File: config.mk
export PLATFORM = sky130hd
export DESIGN_NAME = alu_core
export DESIGN_NICKNAME = d
export VERILOG_FILES = /design/src/rtl/alu_pkg.sv /design/src/rtl/full_adder_cell.sv /design/src/rtl/mux8.sv /design/src/rtl/alu_core.sv
export SDC_FILE = /design/constraint.sdc
export NUM_CORES = 1
export LEC_CHECK = 0
export ABC_CLOCK_PERIOD_IN_PS = 20200
export BUFFER_PORTS_ARGS = -buffer_cell sky130_fd_sc_hd__buf_2
export CORE_AREA = 2 2 104 156
export DETAILED_ROUTE_END_ITERATION = 10
export DIE_AREA = 0 0 106 158
export PLACE_DENSITY_LB_ADDON = 0.1
export SLEW_MARGIN = 25
export SYNTH_ARGS = -nofsm -noshare
export SYNTH_HDL_FRONTEND = slang
export SYNTH_SLANG_ARGS = --single-unit
File: constraint.sdc
create_clock -name clk -period 20.2 [get_ports clk]
set_input_delay 4.04 -clock clk [delete_from_list [all_inputs] [get_ports clk]]
set_output_delay 4.04 -clock clk [all_outputs]
set_load 0.1 [all_outputs]
File: src/rtl/alu_pkg.sv
// rtl/alu_pkg.sv - shared opcode encoding for the execute-stage ALU
package alu_pkg;

    localparam int OP_W = 3;

    typedef enum logic [OP_W-1:0] {
        OP_ADD  = 3'd0,
        OP_SUB  = 3'd1,
        OP_XOR  = 3'd2,
        OP_SLT  = 3'd3,
        OP_AND  = 3'd4,
        OP_NAND = 3'd5,
        OP_NOR  = 3'd6,
        OP_OR   = 3'd7
    } alu_op_e;

    // Opcodes that drive the adder with an inverted B and a carry-in of 1.
    function automatic logic op_is_sub(input alu_op_e op);
        return (op == OP_SUB) || (op == OP_SLT);
    endfunction

endpackage

File: src/rtl/full_adder_cell.sv
// rtl/full_adder_cell.sv - one-bit full adder, the unit cell of the ripple chain
module full_adder_cell (
    input  logic a,
    input  logic b,
    input  logic cin,
    output logic sum,
    output logic cout
);

    logic p;

    assign p    = a ^ b;
    assign sum  = p ^ cin;
    assign cout = (a & b) | (cin & p);

endmodule

File: src/rtl/mux8.sv
// rtl/mux8.sv - eight-way result selector indexed directly by opcode value
module mux8
    import alu_pkg::*;
#(
    parameter int WIDTH = 32
) (
    input  logic [WIDTH-1:0] in0,
    input  logic [WIDTH-1:0] in1,
    input  logic [WIDTH-1:0] in2,
    input  logic [WIDTH-1:0] in3,
    input  logic [WIDTH-1:0] in4,
    input  logic [WIDTH-1:0] in5,
    input  logic [WIDTH-1:0] in6,
    input  logic [WIDTH-1:0] in7,
    input  logic [OP_W-1:0]  sel,
    output logic [WIDTH-1:0] y
);

    always_comb begin
        y = in0;
        case (sel)
            3'd0: y = in0;
            3'd1: y = in1;
            3'd2: y = in2;
            3'd3: y = in3;
            3'd4: y = in4;
            3'd5: y = in5;
            3'd6: y = in6;
            3'd7: y = in7;
            default: y = in0;
        endcase
    end

endmodule

File: src/rtl/alu_core.sv
// rtl/alu_core.sv - registered ripple-carry ALU with zero/carry/overflow flags
module alu_core
    import alu_pkg::*;
#(
    parameter int WIDTH = 32
) (
    input  logic             clk,
    input  logic             reset,
    input  logic             in_valid,
    input  logic [OP_W-1:0]  op,
    input  logic [WIDTH-1:0] a,
    input  logic [WIDTH-1:0] b,
    output logic             out_valid,
    output logic [WIDTH-1:0] result,
    output logic             carry_out,
    output logic             zero,
    output logic             overflow
);

    alu_op_e          op_e;
    logic             sub;
    logic [WIDTH-1:0] bx;
    logic [WIDTH:0]   c;
    logic [WIDTH-1:0] sum;
    logic             ovf_raw;
    logic [WIDTH-1:0] slt_v;
    logic [WIDTH-1:0] mux_y;
    logic             is_arith;
    logic             uses_adder;
    logic             carry_n;
    logic             ovf_n;
    logic             zero_n;

    assign op_e = alu_op_e'(op);
    assign sub  = op_is_sub(op_e);
    assign bx   = b ^ {WIDTH{sub}};
    assign c[0] = sub;

    for (genvar i = 0; i < WIDTH; i++) begin : g_cell
        full_adder_cell u_cell (
            .a    (a[i]),
            .b    (bx[i]),
            .cin  (c[i]),
            .sum  (sum[i]),
            .cout (c[i+1])
        );
    end

    // Signed less-than: the sign of a-b, corrected when the subtraction overflowed.
    assign ovf_raw = c[WIDTH-1] ^ c[WIDTH];
    assign slt_v   = {{(WIDTH-1){1'b0}}, sum[WIDTH-1] ^ ovf_raw};

    mux8 #(.WIDTH(WIDTH)) u_mux (
        .in0 (sum),
        .in1 (sum),
        .in2 (a ^ b),
        .in3 (slt_v),
        .in4 (a & b),
        .in5 (~(a & b)),
        .in6 (~(a | b)),
        .in7 (a | b),
        .sel (op),
        .y   (mux_y)
    );

    assign is_arith   = (op_e == OP_ADD) || (op_e == OP_SUB);
    assign uses_adder = is_arith || (op_e == OP_SLT);
    assign carry_n    = uses_adder & c[WIDTH];
    assign ovf_n      = is_arith & ovf_raw;
    assign zero_n     = ~|mux_y;

    // Result and flags hold across idle cycles; only out_valid tracks in_valid.
    always_ff @(posedge clk) begin
        if (reset) begin
            out_valid <= 1'b0;
            result    <= '0;
            carry_out <= 1'b0;
            overflow  <= 1'b0;
            zero      <= 1'b1;
        end else begin
            out_valid <= in_valid;
            if (in_valid) begin
                result    <= mux_y;
                carry_out <= carry_n;
                overflow  <= ovf_n;
                zero      <= zero_n;
            end
        end
    end

endmodule

==> results of run 1 <==
## layer usage
metal / track usage [%] / part of all wire, %
met1: 25.3 / 42
met2: 34.8 / 49
met3: 2.18 / 5.1
met4: 10.3 / 4.6
met5: 0 / 0
## state kept, by name, indices dropped and copies added (netlist names)
register and count:
result 32, carry_out 1, zero 1, overflow 1, out_valid 1
## layout make-up
class / count / share of cell area (%)
tap: 203 / 4.23
inverter: 82 / 5.13
clock buffer: 7 / 2.54
multi-input combinational: 482 / 66.6
timing repair buffer: 111 / 9.54
sequential: 36 / 12.0
## per-stage QoR
stage	power [W]	hold WS [ns]	cell area (sq um)	instances	setup WS (ns)
3_3_place_gp	0.000295	0.453	5850	914	1.02
3_5_place_dp	0.000296	0.456	5850	914	0.809
6_report	0.000372	0.460	6000	921	1.13
4_1_cts	0.000376	0.462	6000	921	1.04
2_1_floorplan	0.000240	0.905	5270	643	1.70
5_1_grt	0.000397	0.484	6000	921	0.484
## power by group through the flow
stage          Clock [W]  Combinational, W  Sequential (W)
6_report       0.0000781          0.000213       0.0000805
5_1_grt        0.0000830          0.000233       0.0000812
2_1_floorplan          0          0.000114        0.000126
3_5_place_dp           0          0.000214       0.0000821
4_1_cts        0.0000803          0.000215       0.0000806
3_3_place_gp           0          0.000213       0.0000820
## worst paths after layout
check / start / to / slack [ns] / depth (start not counted)
worst max-delay path: op[0] / zero / 1.13 / 45
worst min-delay path: overflow / overflow / 0.46 / 2
worst max register to register: zero / zero / 19.48 / 2
worst min register to register: overflow / overflow / 0.46 / 2
## kinds of logic after synthesis
kind of cell | after synthesis
AO/OA/AOI/OAI | 141
AND/OR/NAND/NOR | 132
buffers and inverters | 125
adder cells (fa/ha/maj) | 96
multiplexers | 20
flip-flops | 36
XOR/XNOR | 93
## cell usage in the layout, fill, tap and decap left out, types with 2 or more instances in the layout
master	n
buf_4	7
o221a_2	7
nor3_1	10
buf_2	104
nand2_1	18
a21oi_1	62
fa_1	32
xnor2_1	77
dfxtp_1	36
ha_1	64
inv_1	81
nand4_1	5
nand2b_1	13
mux2i_1	20
o211ai_1	3
a211oi_1	14
xor2_1	16
a2bb2oi_1	5
nor2_1	69
o22ai_1	18
o22a_1	3
nand3_1	2
clkbuf_16	5
and2_1	2
o21ai_0	12
o221ai_1	2
or3_1	2
nor4_1	4
clkbuf_8	2
a221o_1	2
## worst min-delay path: stages, from the launching register on
cell and delay, ns:
dfxtp_1 0.30, nand2_1 0.06, a21oi_1 0.05
==> results_dict.tcl, run 1 <==
set metrics [dict create \
    crit_type "in2reg" \
    p_seq_share_pct 21.6 \
    syn_inst 643 \
    clk_latency_ns 0.28 \
    critPathTopFamily "adder cells" \
    clockBufferDepth 2 \
    start_util_pct 34.0 \
    clk_pin_slew_ns 0.05 \
    crit_buf_inv 7 \
    vias 4668 \
    maxCapViolCount 0 \
    grt_pass1_wl_mm 26.2 \
    htreeDepth 2 \
    hold_buffers 0 \
    slowest_stage "fa_1" \
    synth_top_family_by_area "adder cells" \
    async_flop_share_pct 0 \
    synth_seq_cells 36 \
    track_usage_pct 20.3 \
    post-route-util_pct 38.8 \
    drc_errors 0 \
    gr-total-overflow 0 \
    fin_tns_setup_ns 0 \
    worstSetupEndpointType "flip-flop" \
    clock.fmax_mhz 52.4 \
    syn_area_sq_um 5270 \
    setup_viol_count_final 0 \
    seqCellArea_sq_um 721 \
    synth_most_common_cell "inv_1" \
    rsz0062_at_grt "no" \
    netlist-cell-type-count 50 \
    cts.sinks 36 \
    firstDrtPassIters 5 \
    internal_power_w 0.000200 \
    dieArea_sq_um 16700 \
    fin_crit_ns 19.07 \
    wl_per_cell_microns 18.1 \
    synth_top_area_share_pct 15.2 \
    fin_nets 884 \
    synth_compound_area_share_pct 17.7 \
    ios 106 \
    ys.flop_type "dfxtp_1" \
    switchingPower_w 0.000172 \
    slew_viol_final 0 \
    syn_area_per_cell_sq_um 8.20 \
    peakVddDrop_uv 37.8 \
    cts_resized 0 \
    grt_pass1_vias 4732 \
    yosysWarnings 0 \
    fp-row-count 56 \
    finClkSkew_ns 0 \
    first_iter_violations 162 \
    cpPeakStageDelay_ns 0.48 \
    ys_seq_area_share_pct 13.7 \
    synth_area_leaders "ha_1 (15%), dfxtp_1 (14%), xnor2_1 (13%)" \
    cp.arrival_ns 19.26 \
    via_per_inst 5.07 \
    synth-simple-area-share_pct 11.3 \
    relSlewSlack_pct 41.0 \
    synthXorXnorAreaFrac_pct 15.5 \
    area_growth_pct 13.9 \
    final-hold-violation-count 0 \
    die_y_microns 158 \
    path_common_cell "fa_1" \
    antenna_found_initial 0 \
    finalCritPeriodShare_pct 94.4 \
    synthAdderAreaFrac_pct 27.4 \
    power.density_nw_per_um2 62.0 \
    antenna_cells 0 \
    cts_root_buf "clkbuf_16" \
    clkPwrFrac_pct 21.0 \
    numCtsBuffers 5 \
    ant_nets 0 \
    startpoint_type "primary input" \
    place.gp.congestion 0.876 \
    status "complete, no violations" \
    layout-drive-gt1-share_pct 18.7 \
    cts_setup_buffers 0 \
    p_comb_share_pct 57.4 \
    holdCritPathClass "reg2reg" \
    drt_wl_total_mm 16.7 \
    synth_common_cells "inv_1 (81), xnor2_1 (77), nor2_1 (71), ha_1 (64), a21oi_1 (62)" \
    n_fill_cell 1641 \
    core_sq_um 15500 \
    switching_share_pct 46.3 \
    grt_max_degree 57 \
    worstMarginPinSlew_ns 0.883 \
    cts_tree "yes" \
    portBuffers 105 \
    synth_top_area_cell "ha_1" \
    synth-edff-count 0 \
    worst_ep_required_time_ns 20.38 \
    synthMuxAreaShare_pct 3.80 \
    dp_hpwl_mm 13.4 \
    critPathMaxFanout 30 \
    fp.dieW_microns 106 \
    multi_input_area_sq_um 4000 \
    synth_nets 809 \
    p_leak_nw 2.82 \
]
Power figures use the tool's default switching activity.
==> inputs of run 2 (changes only) <==
ABC_CLOCK_PERIOD_IN_PS = 18200   (was 20200)
clock period = 18.2 ns   (was 20.2 ns; I/O delays follow)
==> run 2 against run 1 <==
Against the previous run: cell area rose by 1.4%; global-route usage hardly changed; sequential power increased by 11%; clock skew unchanged; total power rose by 12%; flip-flop and latch count unchanged; critical path type unchanged; largest cell class unchanged; highest routed layer unchanged.
==> results_dict.tcl, run 2 (same netlist as run 1, synthesis figures left out) <==
set metrics [dict create \
    dp_hpwl_mm 13.5 \
    p_leak_nw 2.85 \
    firstDrtPassIters 7 \
    drt_wl_total_mm 16.9 \
    drc_errors 0 \
    dp_cells 919 \
    die_y_microns 158 \
    holdWs_ns 0.456 \
    layout-drive-gt1-share_pct 20.6 \
    rsz0062_at_grt "no" \
    antenna_cells 0 \
    clk_latency_ns 0.27 \
    largest_reg_flops 32 \
    fin_nets 889 \
    n_fill_cell 1604 \
    clock.fmax_mhz 57.1 \
    largest-register "result" \
    most-common-layout-cells "buf_2 (104), inv_1 (81), xnor2_1 (76)" \
    cpPeakStageDelay_ns 0.47 \
    ant_nets 0 \
    via_per_inst 5.13 \
    portBuffers 105 \
    fin_crit_ns 17.52 \
    grt_pass1_vias 4791 \
    finClkSkew_ns 0 \
    power.density_nw_per_um2 68.5 \
    vias 4755 \
    path_common_cell "fa_1" \
    wl_per_cell_microns 18.2 \
    numCtsBuffers 5 \
    fp.dieW_microns 106 \
    cts_tree "yes" \
    core_sq_um 15500 \
    cts_root_buf "clkbuf_16" \
    worst_ep_required_time_ns 18.38 \
    grt_pass1_wl_mm 26.2 \
    final_common_cell "buf_2" \
    grt_max_degree 57 \
    slew_viol_final 0 \
    htreeDepth 2 \
    finalCritPeriodShare_pct 96.3 \
    track_usage_pct 20.3 \
    critPathTopFamily "adder cells" \
    holdCritPathClass "reg2reg" \
    worstSetupEndpointType "flip-flop" \
    crit_type "in2reg" \
    hold_buffers 0 \
    relSlewSlack_pct 34.7 \
    final_cells 926 \
    clk_pin_slew_ns 0.05 \
    fp-row-count 56 \
    cp.arrival_ns 17.71 \
    cts.sinks 36 \
    gr-total-overflow 0 \
    ios 106 \
    antenna_found_initial 0 \
    startpoint_type "primary input" \
    area_growth_pct 15.5 \
    start_util_pct 34.0 \
    peakVddDrop_uv 47.1 \
    place.gp.congestion 0.898 \
    crit_buf_inv 6 \
    final-hold-violation-count 0 \
    slowest_stage "fa_1" \
    critPathMaxFanout 5 \
    dieArea_sq_um 16700 \
    worstMarginPinSlew_ns 0.979 \
    first_iter_violations 285 \
    setup_viol_count_final 0 \
    maxCapViolCount 0 \
    status "complete, no violations" \
    clockBufferDepth 2 \
]
[run 2: changes by cell type in the layout (fill, tap and decap cells not counted)]
cell / delta
o31ai_4: +1
xnor2_1: -1
fa_1: -7
xnor2_2: +1
o31ai_1: -1
buf_4: +5
nor3b_2: +1
fa_2: +7
nor3b_1: -1
[run 2: per-layer routing]
metal / global-route usage [%] / routed length, microns / vias to the layer above
met5: 0 / 0 / -
met4: 10.8 / 717 / 0
met3: 1.61 / 701 / 32
met2: 34.6 / 8280 / 160
met1: 25.5 / 7150 / 2269
li1: - / - / 2294
[run 2: path summary, 6_finish.rpt]
check / start / to / slack [ns] / cells after the start
worst min-delay path: result[31] / result[31] / 0.46 / 2
worst max register to register: zero / zero / 17.49 / 2
worst max-delay path: op[2] / zero / 0.68 / 43
worst min register to register: result[31] / result[31] / 0.46 / 2
[run 2: report_power, final]
part           leakage, nW  switching, W  internal [W]
Combinational         2.47      0.000160     0.0000813
Sequential           0.297    0.00000352     0.0000859
Clock               0.0760     0.0000287     0.0000573
Total                 2.85      0.000192      0.000225
[run 2: layout make-up]
| class | count | area [sq um] | share of cell area [%] |
|---|---|---|---|
| clock buffer | 7 | 153 | 2.51 |
| inverter | 82 | 308 | 5.06 |
| multi-input combinational | 482 | 4040 | 66.4 |
| sequential | 36 | 721 | 11.8 |
| tap | 203 | 254 | 4.17 |
| timing repair buffer | 116 | 611 | 10.0 |
[run 2: repair_timing]
item                                    CTS  global route
hold endpoints to repair                  0             0
buffers inserted                          0             0
endpoints found under the setup margin    0             1
gates resized for setup                   0            11
[run 2: metrics by stage]
step | total power [W] | setup TNS [ns] | setup slack (ns) | cell area, sq um | utilization, %
floorplan | 0.000266 | 0 | 0.0960 | 5270 | -
global placement | 0.000327 | 0 | 0.104 | 5890 | 38.0
detailed placement | 0.000329 | -0.172 | -0.172 | 5890 | 38.0
CTS | 0.000417 | 0 | 0.0787 | 6040 | 39.0
global route | 0.000443 | 0 | 0.0392 | 6090 | 39.3
finish | 0.000417 | 0 | 0.677 | 6090 | 39.3
[run 2: worst reg2reg max path, delay by kind of cell (launching register included)]
family / cells / cell delay [ns]
compound gates: 2 / 0.27
flops: 1 / 0.32
